File: config.mk
export PLATFORM = sky130hd
export DESIGN_NAME = fwd_ctrl
export DESIGN_NICKNAME = d
export VERILOG_FILES = /design/src/rtl/fwd_pkg.sv /design/src/rtl/fwd_sel_encode.sv /design/src/rtl/fwd_ctrl.sv
export SDC_FILE = /design/constraint.sdc
export NUM_CORES = 1
export LEC_CHECK = 0
export CAP_MARGIN = 25
export CORE_MARGIN = 4
export CORE_UTILIZATION = 55
export DETAILED_ROUTE_END_ITERATION = 7
export HOLD_SLACK_MARGIN = 0.12
export PLACE_DENSITY_LB_ADDON = 0.15
export SLEW_MARGIN = 20
export SYNTH_ARGS = -nofsm -noshare
export SYNTH_HDL_FRONTEND = slang
export SYNTH_SLANG_ARGS = --single-unit
File: constraint.sdc
create_clock -name clk_i -period 2 [get_ports clk_i]
set_input_delay 0.4 -clock clk_i [delete_from_list [all_inputs] [get_ports clk_i]]
set_output_delay 0.4 -clock clk_i [all_outputs]
set_load 0.03 [all_outputs]
File: src/rtl/fwd_pkg.sv
// Shared types for the operand-forwarding / load-use hazard controller.
package fwd_pkg;

  localparam int unsigned REG_AW = 5;
  localparam int unsigned SEL_W  = 2;

  // Operand mux channel selects. The mux bus is packed {RF, MEM, WB, RET}, so channel 0 is RF.
  typedef enum logic [SEL_W-1:0] {
    FWD_RF  = 2'd0,
    FWD_MEM = 2'd1,
    FWD_WB  = 2'd2,
    FWD_RET = 2'd3
  } fwd_sel_e;

  // Producer view of a pipeline position.
  typedef struct packed {
    logic              valid;
    logic [REG_AW-1:0] rd;
    logic              we;
    logic              is_load;
  } fwd_slot_t;

  // Source operands of the instruction sitting in EX.
  typedef struct packed {
    logic [REG_AW-1:0] rs1;
    logic [REG_AW-1:0] rs2;
    logic              rs1_used;
    logic              rs2_used;
  } fwd_src_t;

  localparam fwd_slot_t SLOT_EMPTY = '0;
  localparam fwd_src_t  SRC_EMPTY  = '0;

  // A producer feeds a source only if it really writes a non-zero register the source reads.
  function automatic logic slot_matches(input fwd_slot_t         p,
                                        input logic [REG_AW-1:0] src,
                                        input logic              used);
    return p.valid & p.we & (p.rd != '0) & used & (src == p.rd);
  endfunction

endpackage

File: src/rtl/fwd_sel_encode.sv
// Priority encoder choosing the forwarding channel for one EX source operand.
// Youngest producer wins: MEM > WB > RET > register file.
module fwd_sel_encode
  import fwd_pkg::*;
(
  input  logic [REG_AW-1:0] src_addr,
  input  logic              src_used,
  input  fwd_slot_t         mem_slot,
  input  fwd_slot_t         wb_slot,
  input  fwd_slot_t         ret_slot,
  output fwd_sel_e          sel
);

  logic hit_mem;
  logic hit_wb;
  logic hit_ret;

  assign hit_mem = slot_matches(mem_slot, src_addr, src_used);
  assign hit_wb  = slot_matches(wb_slot, src_addr, src_used);
  assign hit_ret = slot_matches(ret_slot, src_addr, src_used);

  // Pick the youngest matching producer; x0 never matches so it falls through to RF.
  always_comb begin
    sel = FWD_RF;
    if (hit_mem) begin
      sel = FWD_MEM;
    end else if (hit_wb) begin
      sel = FWD_WB;
    end else if (hit_ret) begin
      sel = FWD_RET;
    end
  end

endmodule

File: src/rtl/fwd_ctrl.sv
// Operand-forwarding and load-use hazard controller for the 5-stage pipeline.
// Tracks destination registers in EX/MEM/WB/RET, drives the two EX operand mux selects from
// flops only, and raises a one-cycle stall when a load in EX feeds the instruction in ID.
module fwd_ctrl #(
  parameter int unsigned REG_AW = 5,
  parameter int unsigned SEL_W  = 2
) (
  input  logic              clk_i,
  input  logic              rst_ni,
  input  logic              hold_i,
  input  logic              flush_i,
  input  logic              id_valid_i,
  input  logic [REG_AW-1:0] id_rs1_i,
  input  logic [REG_AW-1:0] id_rs2_i,
  input  logic              id_rs1_used_i,
  input  logic              id_rs2_used_i,
  input  logic [REG_AW-1:0] id_rd_i,
  input  logic              id_we_i,
  input  logic              id_is_load_i,
  output logic              stall_o,
  output logic [SEL_W-1:0]  rs1_sel_o,
  output logic [SEL_W-1:0]  rs2_sel_o
);

  import fwd_pkg::*;

  // The slot types are sized by the package; overriding the widths is not supported.
  if (REG_AW != fwd_pkg::REG_AW || SEL_W != fwd_pkg::SEL_W) begin : g_bad_width
    $error("fwd_ctrl: REG_AW/SEL_W must match fwd_pkg");
  end

  fwd_slot_t ex_q, ex_d;
  fwd_slot_t mem_q, mem_d;
  fwd_slot_t wb_q, wb_d;
  fwd_slot_t ret_q, ret_d;
  fwd_src_t  ex_src_q, ex_src_d;

  logic     stall;
  logic     id_accept;
  logic     rs1_load_hit;
  logic     rs2_load_hit;
  fwd_sel_e rs1_sel;
  fwd_sel_e rs2_sel;

  // Load-use detection against the ID sources; flush_i wins because the ID instruction dies.
  always_comb begin
    rs1_load_hit = ex_q.is_load & slot_matches(ex_q, id_rs1_i, id_rs1_used_i);
    rs2_load_hit = ex_q.is_load & slot_matches(ex_q, id_rs2_i, id_rs2_used_i);
    stall        = id_valid_i & ~flush_i & (rs1_load_hit | rs2_load_hit);
    id_accept    = id_valid_i & ~stall & ~flush_i;
  end

  // Slot advance: shift one position per cycle unless frozen; stalls and flushes feed a bubble.
  always_comb begin
    ex_d     = ex_q;
    ex_src_d = ex_src_q;
    mem_d    = mem_q;
    wb_d     = wb_q;
    ret_d    = ret_q;
    if (!hold_i) begin
      ret_d = wb_q;
      wb_d  = mem_q;
      mem_d = ex_q;
      if (id_accept) begin
        ex_d.valid        = 1'b1;
        ex_d.rd           = id_rd_i;
        ex_d.we           = id_we_i;
        ex_d.is_load      = id_is_load_i;
        ex_src_d.rs1      = id_rs1_i;
        ex_src_d.rs2      = id_rs2_i;
        ex_src_d.rs1_used = id_rs1_used_i;
        ex_src_d.rs2_used = id_rs2_used_i;
      end else begin
        ex_d     = SLOT_EMPTY;
        ex_src_d = SRC_EMPTY;
      end
    end
  end

  // Slot registers; reset empties the whole pipeline view immediately.
  always_ff @(posedge clk_i or negedge rst_ni) begin
    if (!rst_ni) begin
      ex_q     <= SLOT_EMPTY;
      ex_src_q <= SRC_EMPTY;
      mem_q    <= SLOT_EMPTY;
      wb_q     <= SLOT_EMPTY;
      ret_q    <= SLOT_EMPTY;
    end else begin
      ex_q     <= ex_d;
      ex_src_q <= ex_src_d;
      mem_q    <= mem_d;
      wb_q     <= wb_d;
      ret_q    <= ret_d;
    end
  end

  fwd_sel_encode u_rs1_enc (
    .src_addr (ex_src_q.rs1),
    .src_used (ex_src_q.rs1_used),
    .mem_slot (mem_q),
    .wb_slot  (wb_q),
    .ret_slot (ret_q),
    .sel      (rs1_sel)
  );

  fwd_sel_encode u_rs2_enc (
    .src_addr (ex_src_q.rs2),
    .src_used (ex_src_q.rs2_used),
    .mem_slot (mem_q),
    .wb_slot  (wb_q),
    .ret_slot (ret_q),
    .sel      (rs2_sel)
  );

  assign stall_o   = stall;
  assign rs1_sel_o = rs1_sel;
  assign rs2_sel_o = rs2_sel;

  // A load still in MEM cannot supply its data to EX; a correct stall makes this unreachable.
  logic mem_load_hit;
  assign mem_load_hit = mem_q.is_load &
                        (slot_matches(mem_q, ex_src_q.rs1, ex_src_q.rs1_used) |
                         slot_matches(mem_q, ex_src_q.rs2, ex_src_q.rs2_used));

  mem_load_fwd_a : assert property (@(posedge clk_i) disable iff (!rst_ni) !mem_load_hit);

endmodule

# Yosys cells after proc, flatten, opt, wreduce, memory -nomap -nowiden
# Cells that the tools add are included.
totals:
  wordCells: 70
  input_bits: 24
  reg_bits: 41
  out_inout_bits: 5
op_classes:
  bitwise: 33
  n_reduce_logical: 4
  n_eq_ne: 8
  mux: 8
op_table:
  columns: ["op", "n"]
  rows:
  - ["$eq 5x5->1", 8]
  - ["$and 1x1->1", 30]
  - ["$reduce_bool 5->1", 4]
  - ["$mux 12", 1]
  - ["$mux 2", 6]
  - ["$mux 8", 1]
  - ["$not 1->1", 2]
  - ["$or 1x1->1", 1]

# Longest topological paths before layout
# Gate-level depths: netlist of run 1.
logic_depth:
  depth_word: 11
  ltp_mapped: 6
  mapped_depth_nobuf: 4

# Hierarchy
# From an unflattened synthesis of run 1, not the netlist that was laid out.
unflattened:
  cells_unflattened: 230
  area_unflattened_um2: 2436.1
modules_own_cells:
  columns: ["module", "area_per_inst_um2", "n_inst", "seq_area_each_um2", "cells_each"]
  rows:
  - ["fwd_ctrl", 1943.1, 1, 1101.1, 160]
  - ["fwd_sel_encode", 246.5, 2, 0.0, 35]

# Least setup slack after synthesis of run 1
# OpenSTA, ideal clock, no wires.
synth_path:
  kind: "reg-to-output"
  from: "reg wb_q[2] in the netlist's numbering"
  to: "out rs2_sel_o[0]"
  path_stages_with_launch: 5
  path_buffers: 0
  arrival_time_ps: 2230
  required_ps: 1600
  slack_ps: -630
  cell_sequence: "dfrtp_1 or4_1 o211ai_1 nor3_1 o41ai_1"
synth_between:
  elab_chain_len: 6
  elab_cells_between_ends: 7
  cone_classes: "1 x eq/ne; 2 x mux; 3 x bitwise; 1 x reduce/logical"
synth_lines:
  columns: ["element", "line_no", "text"]
  rows:
  - ["from (decl)", "fwd_ctrl.sv:34", "fwd_slot_t wb_q, wb_d;"]
  - ["from (signal assigned)", "fwd_ctrl.sv:92", "wb_q <= wb_d;"]
  - ["$reduce_bool 5->1", "fwd_pkg.sv:38", "return p.valid & p.we & (p.rd != '0) & used & (src == p.rd);"]
  - ["$and 1x1->1 (2 in a row)", "fwd_pkg.sv:38", null]
  - ["$and 1x1->1 (*)", "fwd_pkg.sv:38", null]
  - ["$mux 2 (*)", "fwd_sel_encode.sv:27", "end else if (hit_wb) begin"]
  - ["$mux 2 (*)", "fwd_sel_encode.sv:25", "if (hit_mem) begin"]
  - ["to (decl)", "fwd_ctrl.sv:22", "output logic [SEL_W-1:0] rs2_sel_o"]
# Mark *: on every way between the ends. The rest lies on a longest branch, timed or not.

# Final worst setup path of run 1
# Ends and elaborated chain as after synthesis.

==> summary.txt, run 1 <==
Yosys warnings - 0
failing checks - setup timing
RSZ-0062 raised after global routing - true
met3 wire length - 427 um
Peak supply drop - 0.472 mV
Post-synth EDFFs - 0
top_reg_cell synth - dfrtp_1
top sig layer - met4
area grow syn2layout - 41.2%
Worst Hold Class - primary input to asynchronous set/reset pin
total CTS buffers - 5
cell taking the most area after synthesis - dfrtp_1
Worst setup EP type - primary output
slew margin rel. - 0.759
number of nets in the layout - 317
Worst Path Arrival - 2.21 ns
Max Slew Vio Count - 0
Net Count, Synth - 237
Die Area - 0.00522 mm^2
syn_area_per_cell - 10.7 um^2
maximum root-to-sink buffer count - 2
hold slack final - 0.454 ns
top cell type's share of synthesized area - 0.452
Clock transition at path regs - 0.08 ns
initial core utilization - 0.568
Root Buffer - clkbuf_8
CP Cell Sequence - or4_4 -> o211ai_1 -> nor3_2 -> buf_4 -> o41ai_4 -> buf_6
main area contributors after synthesis - dfrtp_1, xnor2_1, mux2_2, a32oi_1, nand2_1
Pre-antenna DRT Iters - 4
setup tns final - -2.14 ns
Final min period - 2.61 ns
Least-Margin Pin Slew - 0.360 ns
Post-DP HPWL - 4.53 mm
cell leakage power - 1.38 nW
slowest CP cell - or4_4
WL met2 - 3.45 mm
GRT Overall Usage - 0.259
# setup viols final - 5
WL per Instance - 19.6 um
Die X - 72.3 um
cells after synthesis - 213
Max Fclk - 383 MHz
DRT iter0 DRCs - 194
Post-DRT Antenna Nets - 0
outcome - finished, violations left
grt total ovfl - 0
Power, Total - 2.37 mW
clk_skew - 0.00606 ns
#FFs+latches synth - 41
Synth async-reset ratio - 1.00
largest net degree at the start of global routing - 40
Vias - 2097
synthesized cell area - 0.00227 mm^2
layout cells sized above 1 - 0.378
Antenna Cells - 0
Skew-Pair Late Insertion Delay - 0.30 ns
Placer Congestion - 0.936
Cell variety after synth - 25
CP startpoint kind - register
pwr dens - 740 mW/mm^2
Commonest cells post-synth - dfrtp_1, xnor2_1, nand2_1
WL met1 - 2.69 mm
clock tree sinks - 41
crit path max fanout - 2
Via-to-Cell Ratio - 6.10
period utilization - 1.30
first-pass GRT wire length - 10.5 mm
I/O Pins - 29
initial antenna violation count - 0
CORE AREA - 0.00400 mm^2
# Max-Cap Violations - 0
Fin. Hold Viols - 0
sequential-to-total area share from yosys stat - 0.452
wirelength, routed - 6.75 mm
Row Count - 23
Req. time, crit path - 1.60 ns
final setup margin - -0.608 ns
post-detailed-route DRC marker count - 0
Max stage delay on crit path - 0.54 ns
number of I/O port buffers - 28
count leader, synth - dfrtp_1
vias in the first global route - 2129
Crit Path Class - register to primary output
Die Y - 72.3 um
Clock H-tree levels - 2
CTS tree - built
Layout fillers - 235
==> flip-flops by register name, indices dropped and copies added, names as in the netlist <==
| register | cells |
|---|---|
| ex_q | 8 |
| ex_src_q | 12 |
| mem_q | 7 |
| ret_q | 7 |
| wb_q | 7 |
==> worst max-delay path, delay by kind of cell, from the launching register on <==
kind / cells / cell delay [ns]
compound gates: 2 / 0.53
buf+inv: 2 / 0.33
flops: 1 / 0.41
simple gates: 2 / 0.64
==> final timing paths <==
kind                                 startpoint                        to  slack (ns)  cells past startpoint
setup / recovery            wb_q[2]$_DFFE_PN0N_              rs2_sel_o[0]       -0.61                      6
hold / removal                           rst_ni      ret_q[5]$_DFFE_PN0N_        0.45                      2
setup reg to reg            ex_q[3]$_DFFE_PN0N_   ex_src_q[5]$_DFFE_PN0N_        0.10                      5
hold reg to reg            ret_q[7]$_DFFE_PN0N_      ret_q[7]$_DFFE_PN0N_        0.56                      1
max in group asynchronous                rst_ni       ex_q[5]$_DFFE_PN0N_        1.03                      3
min in group clk_i                  id_rs1_i[3]  ex_src_q[10]$_DFFE_PN0N_        0.50                      3
==> metal layers <==
layer | vias to the layer above | global-route usage
li1 | 944 | -
met1 | 1038 | 0.333
met5 | - | 0
met2 | 94 | 0.431
met4 | 0 | 0.0877
met3 | 21 | 0.0596
==> through the flow <==
step                utilization  cell area [um^2]  instances  setup slack (ns)
finish                    0.802              3210        344            -0.608
floorplan                     -              2300        213           -0.0688
CTS                       0.780              3120        342            -0.552
detailed placement        0.737              2950        326            -0.477
global placement          0.737              2950        326            -0.393
global route              0.802              3210        344            -0.643
==> layout by cell type, fill, tap and decap left out, types with 2 or more instances in the layout <==
master	instances
clkdlybuf4s50_1	14
o21ai_0	15
or4_1	2
xnor2_1	37
nor3_2	3
dfrtp_1	37
mux2_2	21
nand2_1	27
dlygate4sd2_1	3
o211ai_1	3
or3_1	2
dlymetal6s2s_1	5
clkbuf_8	5
xnor2_2	3
buf_6	5
dfrtp_2	4
a32oi_1	19
clkinv_2	2
or4_4	2
buf_12	2
nand4_1	8
o21ai_1	4
buf_4	55
==> cell type report <==
| cell class | count | area (um^2) | area share |
|---|---|---|---|
| Multi-Input combinational cell | 159 | 1270 | 0.397 |
| Sequential cell | 41 | 1030 | 0.321 |
| Timing Repair Buffer | 86 | 753 | 0.235 |
| Clock buffer | 5 | 68.8 | 0.0215 |
| Tap cell | 50 | 62.6 | 0.0195 |
| Clock inverter | 3 | 17.5 | 0.00546 |
==> repair_timing <==
action | CTS | global route
setup buffers | 7 | 2
setup endpoints to repair | 5 | 5
resized for setup | 18 | 22
hold buffers | 1 | 0
endpoints found under the hold margin | 5 | 0
pin swaps | 9 | 11
==> kinds of logic after synthesis <==
| group | share of synthesized area |
|---|---|
| buf+inv | 0.0303 |
| mux | 0.104 |
| compound gates | 0.155 |
| xor+xnor | 0.154 |
| flops | 0.452 |
| simple gates | 0.105 |
==> where the power goes <==
group | leakage [nW] | switching (mW) | internal (mW)
registers | 0.528 | 0.134 | 0.941
logic | 0.804 | 0.326 | 0.439
clock network | 0.0439 | 0.293 | 0.241
(Power assumes the default switching activity.)
==> inputs of run 2 (changes only) <==
--- a/config.mk
+++ b/config.mk
@@ -6,7 +6,7 @@
 export NUM_CORES = 1
 export LEC_CHECK = 0
 export CAP_MARGIN = 25
-export CORE_MARGIN = 4
+export CORE_MARGIN = 1
 export CORE_UTILIZATION = 55
 export DETAILED_ROUTE_END_ITERATION = 7
 export HOLD_SLACK_MARGIN = 0.12
==> summary.txt, run 2 (synthesis gave the netlist of run 1 again) <==
# setup viols final - 5
Sequential Area - 0.00103 mm^2
slew margin rel. - 0.644
Via-to-Cell Ratio - 6.22
Max Slew Vio Count - 0
setup tns final - -1.72 ns
area of the multi-input gates - 0.00127 mm^2
grt total ovfl - 0
biggest regs - ex_src_q (12), ex_q (8)
vias in the first global route - 2119
initial antenna violation count - 0
crit path max fanout - 2
number of I/O port buffers - 28
maximum root-to-sink buffer count - 2
fin util - 0.855
most common cell after layout, fill and taps aside - buf_4
Layout fillers - 203
largest net degree at the start of global routing - 42
most frequent cells in the layout - buf_4, dfrtp_1, xnor2_1
failing checks - setup timing
Final min period - 2.50 ns
number of nets in the layout - 320
Row Count - 22
cell leakage power - 1.37 nW
Placer Congestion - 0.840
Fin. Hold Viols - 0
Max Fclk - 400 MHz
Clock H-tree levels - 2
Req. time, crit path - 1.60 ns
Least-Margin Pin Slew - 0.534 ns
Post-DRT Antenna Nets - 0
DP Worst Slack - -0.455 ns
Pre-antenna DRT Iters - 5
Peak supply drop - 0.538 mV
Root Buffer - clkbuf_8
total CTS buffers - 5
Antenna Cells - 0
final setup margin - -0.502 ns
CTS tree - built
Worst Hold Class - primary input to asynchronous set/reset pin
Worst setup EP type - primary output
clock tree sinks - 41
largest register by flop count - ex_src_q
pwr dens - 824 mW/mm^2
number of flip-flops in the largest register - 12
first-pass GRT wire length - 10.6 mm
Crit Path Class - register to primary output
CORE AREA - 0.00380 mm^2
# Max-Cap Violations - 0
WL per Instance - 19.8 um
Post-DP HPWL - 4.34 mm
initial core utilization - 0.598
area grow syn2layout - 43.0%
layout cells sized above 1 - 0.384
period utilization - 1.25
Power, Total - 2.68 mW
I/O Pins - 29
RSZ-0062 raised after global routing - true
CP startpoint kind - register
Die Area - 0.00439 mm^2
wirelength, routed - 6.83 mm
post-detailed-route DRC marker count - 0
Die Y - 66.3 um
outcome - finished, violations left
Clock transition at path regs - 0.08 ns
clk_skew - 0.00514 ns
Skew-Pair Late Insertion Delay - 0.29 ns
GRT Overall Usage - 0.337
Vias - 2146
Die X - 66.3 um
Worst Path Arrival - 2.10 ns
DRT iter0 DRCs - 268
## run 2: what timing repair did
action / CTS / global route
endpoints found under the setup margin: 5 / 5
hold buffers: 0 / 0
resized for setup: 31 / 8
pin swaps: 12 / 10
hold endpoints to repair: 0 / 0
buffers inserted: 5 / 5
## run 2: through the flow
| stage | std cells | instance area, um^2 | hold slack, ns |
|---|---|---|---|
| after floorplan | 213 | 2300 | 0.104 |
| after global placement | 327 | 2960 | 0.480 |
| after detailed placement | 327 | 2960 | 0.490 |
| after CTS | 340 | 3190 | 0.173 |
| after global routing | 345 | 3250 | 0.206 |
| final | 345 | 3250 | 0.163 |
## run 2: routing by layer
layer	wire length [um]	part of all wire	track usage	vias to the layer above
li1	-	-	-	949
met1	2710	0.40	0.418	1043
met2	3360	0.49	0.571	127
met3	539	0.079	0.0776	27
met4	224	0.033	0.117	0
met5	0	0	0	-
## run 2: final cells by class
class | count | area share
Multi-Input combinational cell | 159 | 0.392
Sequential cell | 41 | 0.317
Timing Repair Buffer | 89 | 0.231
Clock buffer | 5 | 0.0212
Clock inverter | 3 | 0.0200
Tap cell | 48 | 0.0185
## run 2: worst max-delay path: stages (launching register included)
cell      delay [ns]
dfrtp_1         0.38
or4_4           0.53
o211ai_1        0.17
buf_4           0.15
nor3_2          0.05
buf_4           0.13
o41ai_4         0.22
buf_6           0.17
## run 2: worst paths after layout
check / startpoint / to / slack, ns / cells after the start
worst max-delay path: wb_q[4]$_DFFE_PN0N_ / rs2_sel_o[0] / -0.50 / 7
worst min-delay path: rst_ni / ret_q[4]$_DFFE_PN0N_ / 0.16 / 2
worst max register to register: ex_q[3]$_DFFE_PN0N_ / ex_src_q[9]$_DFFE_PN0N_ / 0.14 / 5
worst min register to register: ex_q[0]$_DFFE_PN0N_ / ex_q[0]$_DFFE_PN0N_ / 0.57 / 2
max in group asynchronous: rst_ni / ex_q[5]$_DFFE_PN0N_ / 1.44 / 2
min in group clk_i: ex_q[0]$_DFFE_PN0N_ / ex_q[0]$_DFFE_PN0N_ / 0.57 / 2
## run 2: report_power, final
part	leakage [nW]	switching, mW	internal (mW)
Sequential	0.529	0.135	0.940
Clock	0.0681	0.298	0.496
Combinational	0.777	0.343	0.464
